--- src/rtl/uart_rx_ctrl_if.sv ---
//==============================================================================
// Module   : uart_rx_ctrl_if
// Brief    : Configuration, receiver-event and FIFO-read bundle for uart_rx_ctrl.
// Revision : 1.0
//==============================================================================
`default_nettype none

interface uart_rx_ctrl_if #(
    parameter int DATA_WIDTH     = 8,
    parameter int PRESCALE_WIDTH = 6,
    parameter int FIFO_DEPTH     = 4
);
    localparam int C_CNT_WIDTH = $clog2(FIFO_DEPTH) + 1;

    logic                      cfg_wr;
    logic [PRESCALE_WIDTH-1:0] cfg_prescale;
    logic                      cfg_par_en;
    logic                      cfg_par_typ;
    logic                      cfg_pending;
    logic                      RX_IN;
    logic [PRESCALE_WIDTH-1:0] Prescale;
    logic                      PAR_EN;
    logic                      PAR_TYP;
    logic [DATA_WIDTH-1:0]     rx_p_data;
    logic                      rx_data_valid;
    logic                      rx_par_err;
    logic                      rx_stp_err;
    logic [DATA_WIDTH-1:0]     rd_data;
    logic                      rd_valid;
    logic                      rd_ready;
    logic [C_CNT_WIDTH-1:0]    fifo_count;
    logic [7:0]                par_err_cnt;
    logic [7:0]                stp_err_cnt;
    logic                      overrun;
    logic                      clr_status;

    modport master (
        output cfg_wr, cfg_prescale, cfg_par_en, cfg_par_typ, RX_IN,
               rx_p_data, rx_data_valid, rx_par_err, rx_stp_err,
               rd_ready, clr_status,
        input  cfg_pending, Prescale, PAR_EN, PAR_TYP, rd_data, rd_valid,
               fifo_count, par_err_cnt, stp_err_cnt, overrun
    );

    modport slave (
        input  cfg_wr, cfg_prescale, cfg_par_en, cfg_par_typ, RX_IN,
               rx_p_data, rx_data_valid, rx_par_err, rx_stp_err,
               rd_ready, clr_status,
        output cfg_pending, Prescale, PAR_EN, PAR_TYP, rd_data, rd_valid,
               fifo_count, par_err_cnt, stp_err_cnt, overrun
    );
endinterface

`default_nettype wire

--- src/rtl/uart_rx_ctrl.sv ---
//==============================================================================
// Module   : uart_rx_ctrl
// Brief    : UART_RX runtime config owner, frame tracker, byte FIFO, error stats.
// Revision : 1.0
//==============================================================================
`default_nettype none

module uart_rx_ctrl #(
    parameter int DATA_WIDTH     = 8,
    parameter int PRESCALE_WIDTH = 6,
    parameter int FIFO_DEPTH     = 4,
    parameter int RST_PRESCALE   = 8,
    parameter bit RST_PAR_EN     = 1'b1,
    parameter bit RST_PAR_TYP    = 1'b0
) (
    input  wire logic          clk_i,
    input  wire logic          rst_i,
    uart_rx_ctrl_if.slave      bus
);
    localparam int C_AW = $clog2(FIFO_DEPTH);
    localparam int C_CW = C_AW + 1;
    localparam int C_TW = PRESCALE_WIDTH + 4;
    localparam logic [PRESCALE_WIDTH-1:0] C_RST_PS   = PRESCALE_WIDTH'(RST_PRESCALE);
    localparam logic [C_CW-1:0]           C_FULL_CNT = C_CW'(FIFO_DEPTH);

    typedef enum logic [0:0] {
        S_IDLE = 1'b0,
        S_BUSY = 1'b1
    } state_t;

    state_t                    state_q;
    logic [C_TW-1:0]           timer_q;
    logic                      rx_meta_q, rx_s_q, rx_s_prev_q;
    logic                      valid_prev_q, par_prev_q, stp_prev_q;
    logic [PRESCALE_WIDTH-1:0] prescale_q, pend_prescale_q;
    logic                      par_en_q, par_typ_q, pend_par_en_q, pend_par_typ_q;
    logic                      pending_q;
    logic [DATA_WIDTH-1:0]     mem_q [FIFO_DEPTH];
    logic [C_AW-1:0]           wr_ptr_q, rd_ptr_q;
    logic [C_CW-1:0]           count_q, count_d;
    logic [7:0]                par_cnt_q, par_cnt_d, stp_cnt_q, stp_cnt_d;
    logic                      overrun_q, overrun_d;

    logic            fall, evt_valid, evt_par, evt_stp, evt_any;
    logic            apply, push_req, push_ok, pop, full;
    logic [C_TW-1:0] wd_limit;

    assign fall      = rx_s_prev_q & ~rx_s_q;
    assign evt_valid = bus.rx_data_valid & ~valid_prev_q;
    assign evt_par   = bus.rx_par_err & ~par_prev_q;
    assign evt_stp   = bus.rx_stp_err & ~stp_prev_q;
    assign evt_any   = evt_valid | evt_par | evt_stp;
    // 12*Prescale as 8x + 4x so no multiplier is inferred
    assign wd_limit  = ({4'b0, prescale_q} << 3) + ({4'b0, prescale_q} << 2);

    // fall requires rx_s==0, so it can never coincide with an apply
    assign apply    = (state_q == S_IDLE) & rx_s_q & pending_q & ~fall;
    assign full     = (count_q == C_FULL_CNT);
    assign pop      = (count_q != '0) & bus.rd_ready;
    assign push_req = evt_valid & ~evt_par & ~evt_stp;
    assign push_ok  = push_req & (~full | pop);

    always_ff @(posedge clk_i or posedge rst_i) begin
        if (rst_i) begin
            rx_meta_q    <= 1'b1;
            rx_s_q       <= 1'b1;
            rx_s_prev_q  <= 1'b1;
            valid_prev_q <= 1'b0;
            par_prev_q   <= 1'b0;
            stp_prev_q   <= 1'b0;
        end else begin
            rx_meta_q    <= bus.RX_IN;
            rx_s_q       <= rx_meta_q;
            rx_s_prev_q  <= rx_s_q;
            valid_prev_q <= bus.rx_data_valid;
            par_prev_q   <= bus.rx_par_err;
            stp_prev_q   <= bus.rx_stp_err;
        end
    end

    always_ff @(posedge clk_i or posedge rst_i) begin
        if (rst_i) begin
            state_q <= S_IDLE;
            timer_q <= '0;
        end else begin
            case (state_q)
                S_IDLE: begin
                    if (fall) begin
                        state_q <= S_BUSY;
                        timer_q <= '0;
                    end
                end
                S_BUSY: begin
                    if (evt_any || (timer_q == wd_limit)) begin
                        state_q <= S_IDLE;
                    end else begin
                        timer_q <= timer_q + 1'b1;
                    end
                end
                default: state_q <= S_IDLE;
            endcase
        end
    end

    // A write landing in the apply cycle becomes the next pending value
    always_ff @(posedge clk_i or posedge rst_i) begin
        if (rst_i) begin
            prescale_q      <= C_RST_PS;
            par_en_q        <= RST_PAR_EN;
            par_typ_q       <= RST_PAR_TYP;
            pend_prescale_q <= '0;
            pend_par_en_q   <= 1'b0;
            pend_par_typ_q  <= 1'b0;
            pending_q       <= 1'b0;
        end else begin
            if (apply) begin
                prescale_q <= pend_prescale_q;
                par_en_q   <= pend_par_en_q;
                par_typ_q  <= pend_par_typ_q;
                pending_q  <= 1'b0;
            end
            if (bus.cfg_wr) begin
                pend_prescale_q <= bus.cfg_prescale;
                pend_par_en_q   <= bus.cfg_par_en;
                pend_par_typ_q  <= bus.cfg_par_typ;
                pending_q       <= 1'b1;
            end
        end
    end

    always_comb begin
        count_d = count_q;
        case ({push_ok, pop})
            2'b10:   count_d = count_q + 1'b1;
            2'b01:   count_d = count_q - 1'b1;
            default: count_d = count_q;
        endcase

        par_cnt_d = bus.clr_status ? 8'd0 : par_cnt_q;
        if (evt_par) begin
            par_cnt_d = bus.clr_status ? 8'd1 :
                        ((par_cnt_q == 8'hFF) ? 8'hFF : par_cnt_q + 8'd1);
        end

        stp_cnt_d = bus.clr_status ? 8'd0 : stp_cnt_q;
        if (evt_stp) begin
            stp_cnt_d = bus.clr_status ? 8'd1 :
                        ((stp_cnt_q == 8'hFF) ? 8'hFF : stp_cnt_q + 8'd1);
        end

        overrun_d = bus.clr_status ? 1'b0 : overrun_q;
        if (push_req && full && !pop) begin
            overrun_d = 1'b1;
        end
    end

    always_ff @(posedge clk_i or posedge rst_i) begin
        if (rst_i) begin
            for (int i = 0; i < FIFO_DEPTH; i++) begin
                mem_q[i] <= '0;
            end
            wr_ptr_q  <= '0;
            rd_ptr_q  <= '0;
            count_q   <= '0;
            par_cnt_q <= '0;
            stp_cnt_q <= '0;
            overrun_q <= 1'b0;
        end else begin
            if (push_ok) begin
                mem_q[wr_ptr_q] <= bus.rx_p_data;
                wr_ptr_q        <= wr_ptr_q + 1'b1;
            end
            if (pop) begin
                rd_ptr_q <= rd_ptr_q + 1'b1;
            end
            count_q   <= count_d;
            par_cnt_q <= par_cnt_d;
            stp_cnt_q <= stp_cnt_d;
            overrun_q <= overrun_d;
        end
    end

    assign bus.cfg_pending = pending_q;
    assign bus.Prescale    = prescale_q;
    assign bus.PAR_EN      = par_en_q;
    assign bus.PAR_TYP     = par_typ_q;
    assign bus.rd_data     = mem_q[rd_ptr_q];
    assign bus.rd_valid    = (count_q != '0);
    assign bus.fifo_count  = count_q;
    assign bus.par_err_cnt = par_cnt_q;
    assign bus.stp_err_cnt = stp_cnt_q;
    assign bus.overrun     = overrun_q;

endmodule

`default_nettype wire
--- src/flat_wrapper.sv ---
// flat-port wrapper written by rule: the top's interface ports become plain ports
module uart_rx_ctrl_flat 
#(
    parameter int DATA_WIDTH     = 8,
    parameter int PRESCALE_WIDTH = 6,
    parameter int FIFO_DEPTH     = 4,
    parameter int RST_PRESCALE   = 8,
    parameter bit RST_PAR_EN     = 1'b1,
    parameter bit RST_PAR_TYP    = 1'b0
)
  (clk_i, rst_i, bus_cfg_wr, bus_cfg_prescale, bus_cfg_par_en, bus_cfg_par_typ, bus_RX_IN, bus_rx_p_data, bus_rx_data_valid, bus_rx_par_err, bus_rx_stp_err, bus_rd_ready, bus_clr_status, bus_cfg_pending, bus_Prescale, bus_PAR_EN, bus_PAR_TYP, bus_rd_data, bus_rd_valid, bus_fifo_count, bus_par_err_cnt, bus_stp_err_cnt, bus_overrun);
  uart_rx_ctrl_if #(.DATA_WIDTH(DATA_WIDTH), .PRESCALE_WIDTH(PRESCALE_WIDTH), .FIFO_DEPTH(FIFO_DEPTH)) bus_i ();
  input  wire logic clk_i;
  input  wire logic rst_i;
  input wire logic [$bits(bus_i.cfg_wr)-1:0] bus_cfg_wr;
  input wire logic [$bits(bus_i.cfg_prescale)-1:0] bus_cfg_prescale;
  input wire logic [$bits(bus_i.cfg_par_en)-1:0] bus_cfg_par_en;
  input wire logic [$bits(bus_i.cfg_par_typ)-1:0] bus_cfg_par_typ;
  input wire logic [$bits(bus_i.RX_IN)-1:0] bus_RX_IN;
  input wire logic [$bits(bus_i.rx_p_data)-1:0] bus_rx_p_data;
  input wire logic [$bits(bus_i.rx_data_valid)-1:0] bus_rx_data_valid;
  input wire logic [$bits(bus_i.rx_par_err)-1:0] bus_rx_par_err;
  input wire logic [$bits(bus_i.rx_stp_err)-1:0] bus_rx_stp_err;
  input wire logic [$bits(bus_i.rd_ready)-1:0] bus_rd_ready;
  input wire logic [$bits(bus_i.clr_status)-1:0] bus_clr_status;
  output wire logic [$bits(bus_i.cfg_pending)-1:0] bus_cfg_pending;
  output wire logic [$bits(bus_i.Prescale)-1:0] bus_Prescale;
  output wire logic [$bits(bus_i.PAR_EN)-1:0] bus_PAR_EN;
  output wire logic [$bits(bus_i.PAR_TYP)-1:0] bus_PAR_TYP;
  output wire logic [$bits(bus_i.rd_data)-1:0] bus_rd_data;
  output wire logic [$bits(bus_i.rd_valid)-1:0] bus_rd_valid;
  output wire logic [$bits(bus_i.fifo_count)-1:0] bus_fifo_count;
  output wire logic [$bits(bus_i.par_err_cnt)-1:0] bus_par_err_cnt;
  output wire logic [$bits(bus_i.stp_err_cnt)-1:0] bus_stp_err_cnt;
  output wire logic [$bits(bus_i.overrun)-1:0] bus_overrun;
  assign bus_i.cfg_wr = bus_cfg_wr;
  assign bus_i.cfg_prescale = bus_cfg_prescale;
  assign bus_i.cfg_par_en = bus_cfg_par_en;
  assign bus_i.cfg_par_typ = bus_cfg_par_typ;
  assign bus_i.RX_IN = bus_RX_IN;
  assign bus_i.rx_p_data = bus_rx_p_data;
  assign bus_i.rx_data_valid = bus_rx_data_valid;
  assign bus_i.rx_par_err = bus_rx_par_err;
  assign bus_i.rx_stp_err = bus_rx_stp_err;
  assign bus_i.rd_ready = bus_rd_ready;
  assign bus_i.clr_status = bus_clr_status;
  assign bus_cfg_pending = bus_i.cfg_pending;
  assign bus_Prescale = bus_i.Prescale;
  assign bus_PAR_EN = bus_i.PAR_EN;
  assign bus_PAR_TYP = bus_i.PAR_TYP;
  assign bus_rd_data = bus_i.rd_data;
  assign bus_rd_valid = bus_i.rd_valid;
  assign bus_fifo_count = bus_i.fifo_count;
  assign bus_par_err_cnt = bus_i.par_err_cnt;
  assign bus_stp_err_cnt = bus_i.stp_err_cnt;
  assign bus_overrun = bus_i.overrun;
  uart_rx_ctrl #(.DATA_WIDTH(DATA_WIDTH), .PRESCALE_WIDTH(PRESCALE_WIDTH), .FIFO_DEPTH(FIFO_DEPTH), .RST_PRESCALE(RST_PRESCALE), .RST_PAR_EN(RST_PAR_EN), .RST_PAR_TYP(RST_PAR_TYP)) u_core (.clk_i(clk_i), .rst_i(rst_i), .bus(bus_i));
endmodule
--- config.mk ---
export PLATFORM = sky130hd
export DESIGN_NAME = uart_rx_ctrl_flat
export DESIGN_NICKNAME = d
export VERILOG_FILES = /design/src/rtl/uart_rx_ctrl_if.sv /design/src/rtl/uart_rx_ctrl.sv /design/src/flat_wrapper.sv
export SDC_FILE = /design/constraint.sdc
export NUM_CORES = 1
export LEC_CHECK = 0
export CAP_MARGIN = 10
export CORE_ASPECT_RATIO = 1.75
export CORE_UTILIZATION = 40
export CTS_BUF_LIST = sky130_fd_sc_hd__clkbuf_8
export CTS_CLUSTER_SIZE = 12
export DETAILED_ROUTE_END_ITERATION = 6
export PLACE_DENSITY = 0.76
export SLEW_MARGIN = 20
export SYNTH_ARGS = -nofsm -noshare
export SYNTH_HDL_FRONTEND = slang
export SYNTH_SLANG_ARGS = --single-unit
--- constraint.sdc ---
create_clock -name clk_i -period 2.7 [get_ports clk_i]
set_clock_uncertainty 0.15 [all_clocks]
set_input_delay 0.405 -clock clk_i [delete_from_list [all_inputs] [get_ports clk_i]]
set_output_delay 0.405 -clock clk_i [all_outputs]
set_load 0.01 [all_outputs]
==> run_results.csv, run 1 <==
group,metric,value,unit
yosys,synthFlopType,"dfrtp_1",
detailed_routing,firstDrtPassIters,5,
worst_setup_path,reg2reg_depth,11,
clock_network,path_clk_slew,0.09,ns
grt,grt_pass1_vias,3424,
power,p_clk_share,19.7,%
detailed_routing,antenna_left,0,
placement,dp_hpwl,7320,um
floorplanning,die_area,11500,sq um
outcome,violations,"negative setup slack",
floorplanning,dieWidth,81.3,um
worst_setup_path,r2r_end,"u_core.timer_q[2]$_DFFE_PP0P_",
worst_setup_path,rrSetupSlack,-0.02,ns
detailed_routing,vias,3317,
detailed_routing,finalWirelength,9960,um
clock_network,tritoncts,"done",
yosys,synth_common_cells,"dfrtp_1 (85), mux2_2 (49), nor2_1 (24)",
sta,whs,0.218,ns
worst_setup_path,startpoint_type,"flip-flop",
power,p_sw,0.00171,W
yosys,yosysUniqueCellTypes,48,
yosys,synthesis.nets,406,
worst_setup_path,crit_start,"u_core.bus.Prescale[1]$_DFFE_PP0P_",
yosys,yosysWarnings,0,
yosys,synth_edf_count,0,
yosys,synth_top_cell_area_share,48.3,%
power,share_comb_of_total_power,40.9,%
power,p_int,0.00341,W
power,power,0.00512,W
floorplanning,row_count,50,
worst_setup_path,critPathCapture,"u_core.timer_q[2]$_DFFE_PP0P_",
worst_setup_path,rr_startpoint,"u_core.bus.Prescale[1]$_DFFE_PP0P_",
final_layout,nets,506,
sta,tightestPinTransition,0.581,ns
detailed_routing,drt_iter0_drc,108,
sta,fin_crit,2.72,ns
clock_network,h-tree-depth,3,
yosys,syn-cell-area,4400,sq um
sta,fin_crit_sh,101,%
run,drv_cap,0,
clock_network,cts_hold_buf,0,
power,switching_share,33.4,%
worst_setup_path,crit_required,2.80,ns
yosys,syn_avg_cell_area,12.1,sq um
final_layout,drive_gt1_share,27.7,%
sta,finalSetupViolCount,3,
yosys,post-synth-top-count-cell,"dfrtp_1",
floorplanning,boundaryPins,63,
clock_network,cts_buffers,9,
power,cellLeakagePower,2.53,nW
clock_network,clock_latency,0.38,ns
power,power_density,891,nW/um^2
yosys,yosysTopAreaCell,"dfrtp_1",
sta,rsz0062_at_grt,"true",
worst_setup_path,arrival,2.81,ns
sta,max_freq,0.368,GHz
floorplanning,core,10700,sq um
detailed_routing,viasPerCell,5.54,
sta,worst_slack,-0.0176,ns
sta,maxSlewViolCount,0,
grt,grt_pass1_wl,16400,um
floorplanning,dieHeight,141,um
detailed_routing,wire_per_inst,16.6,um
yosys,ys_seq_elements,90,
final_layout,syn_to_final_growth,30.5,%
detailed_routing,drc,0,
worst_setup_path,crit_type,"flip-flop to flip-flop",
clock_network,root_buffer,"clkbuf_8",
yosys,async_flop_share,100,%
sta,hold_violations,0,
grt,grt_usage,19.0,%
final_layout,antennaDiodeCount,0,
power,ir_drop,0.492,mV
clock_network,clk_path_buf_depth,2,
floorplanning,start_util,41.2,%
yosys,yosys-top-cells-area,"dfrtp_1 (48%), mux2_2 (13%), ha_1 (4.3%)",
worst_setup_path,worstSetupEndpointType,"flip-flop",
grt,antenna_found_initial,0,
placement,port_buffers,62,
clock_network,clock_sinks,90,
yosys,synth-seq-area-share,51.3,%
worst_setup_path,crit_fanout,6,
placement,gp_congestion,0.844,
yosys,synthCells,364,
outcome,status,"finished, violations left",
power,seqPwrFrac,39.5,%
min_path,hold_class,"flip-flop to flip-flop",
grt,grt_max_degree,30,
grt,grt.overflow.total,0,
sta,maxSlewHeadroom,61.2,%
-- metal layers --
metal | wire, um | part of all wire, % | vias to the layer above | GRT usage, %
li1 | - | - | 1517 | -
met1 | 3610 | 36 | 1668 | 19.8
met2 | 5540 | 56 | 101 | 34.0
met3 | 374 | 3.8 | 31 | 2.72
met4 | 434 | 4.4 | 0 | 12.3
met5 | 0 | 0 | - | 0
-- placed cells by master (no fill, tap or decap), drive strengths merged, types with 15 or more instances in the layout --
| cell type | n |
|---|---|
| ha | 15 |
| and3 | 16 |
| clkdlybuf4s50 | 62 |
| nor2 | 24 |
| mux2 | 49 |
| dfrtp | 85 |
| buf | 33 |
| inv | 22 |
| nand3 | 20 |
| nand2 | 16 |
-- final cells by class --
cell class,count,area [sq um]
fill,901,4950
multi-input combinational,248,2080
tap,130,163
clock inverter,7,95.1
inverter,20,78.8
clock buffer,9,124
timing repair buffer,95,943
sequential,90,2260
-- worst min path at each step --
| stage | depth (start not counted) | slack, ns | from | to |
|---|---|---|---|---|
| floorplan | 0 | 0.20 | u_core.rx_meta_q$_DFF_PP1_ | u_core.rx_s_q$_DFF_PP1_ |
| global placement | 0 | 0.20 | u_core.rx_meta_q$_DFF_PP1_ | u_core.rx_s_q$_DFF_PP1_ |
| detailed placement | 0 | 0.20 | u_core.rx_meta_q$_DFF_PP1_ | u_core.rx_s_q$_DFF_PP1_ |
| CTS | 0 | 0.22 | u_core.rx_meta_q$_DFF_PP1_ | u_core.rx_s_q$_DFF_PP1_ |
| global route | 0 | 0.22 | u_core.rx_meta_q$_DFF_PP1_ | u_core.rx_s_q$_DFF_PP1_ |
| finish | 0 | 0.22 | u_core.rx_meta_q$_DFF_PP1_ | u_core.rx_s_q$_DFF_PP1_ |
-- worst max-delay path, stage by stage, from the launching register on --
cell	delay [ns]
dfrtp_1	0.40
ha_2	0.20
inv_2	0.04
fa_2	0.34
buf_4	0.15
nand2b_1	0.17
a21oi_2	0.18
o2111ai_2	0.18
o2111ai_4	0.15
a21oi_2	0.11
buf_4	0.16
a221o_1	0.36
-- power by group through the flow --
stage / logic, W / clock network [W] / registers, W
6_report: 0.00209 / 0.00101 / 0.00202
5_1_grt: 0.00228 / 0.00108 / 0.00207
4_1_cts: 0.00205 / 0.00103 / 0.00202
3_5_place_dp: 0.00199 / 0 / 0.00204
3_3_place_gp: 0.00191 / 0 / 0.00200
2_1_floorplan: 0.00122 / 0 / 0.00197
-- sequential cells by signal, indices dropped and copies added (netlist names), 2 cells and up --
signal,flops
u_core.wr_ptr_q,2
u_core.bus.par_err_cnt,8
u_core.timer_q,10
u_core.rd_ptr_q,2
u_core.bus.fifo_count,3
u_core.bus.Prescale,6
u_core.bus.stp_err_cnt,8
u_core.mem_q,32
u_core.pend_prescale_q,6
-- kinds of logic (layout without fill, tap and decap cells) --
family,count (synthesis),count (layout),synth area share [%]
adder cells (fa/ha/maj),17,17,5.17
XOR/XNOR,15,15,2.98
AO/OA/AOI/OAI,45,45,7.73
multiplexers,59,59,17.1
buffers and inverters,26,131,2.39
AND/OR/NAND/NOR,112,112,13.4
flip-flops,90,90,51.3
-- through the flow --
step                cells  util (%)  setup slack (ns)  area (sq um)  TNS [ns]
floorplan             364         -            -0.121          4410    -0.671
global placement      576      50.8            -0.116          5440    -0.157
detailed placement    576      50.8            -0.275          5440     -1.28
CTS                   593      53.2           -0.0296          5690   -0.0900
global route          599      53.7            -0.139          5750     -1.06
finish                599      53.7           -0.0176          5750   -0.0339
-- repair_timing --
item / in CTS / in global routing
setup buffers: 1 / 6
resized for setup: 6 / 4
pin swaps: 10 / 3
gates cloned: 0 / 0
endpoints found under the setup margin: 9 / 11
Note: power is estimated with default switching activity, not from simulation.
==> inputs of run 2 (changes only) <==
--- a/config.mk
+++ b/config.mk
@@ -5,7 +5,7 @@
 export SDC_FILE = /design/constraint.sdc
 export NUM_CORES = 1
 export LEC_CHECK = 0
-export CAP_MARGIN = 10
+export CAP_MARGIN = 0
 export CORE_ASPECT_RATIO = 1.75
 export CORE_UTILIZATION = 40
 export CTS_BUF_LIST = sky130_fd_sc_hd__clkbuf_8
==> results of run 2 <==
Final layout, timing and power as in run 1 (identical DEF).
==> inputs of run 3 (changes only) <==
--- a/config.mk
+++ b/config.mk
@@ -11,6 +11,7 @@
 export CTS_BUF_LIST = sky130_fd_sc_hd__clkbuf_8
 export CTS_CLUSTER_SIZE = 12
 export DETAILED_ROUTE_END_ITERATION = 6
+export HOLD_SLACK_MARGIN = 0.03
 export PLACE_DENSITY = 0.76
 export SLEW_MARGIN = 20
 export SYNTH_ARGS = -nofsm -noshare
==> results of run 3 <==
Final layout, timing and power as in run 1 (identical DEF).
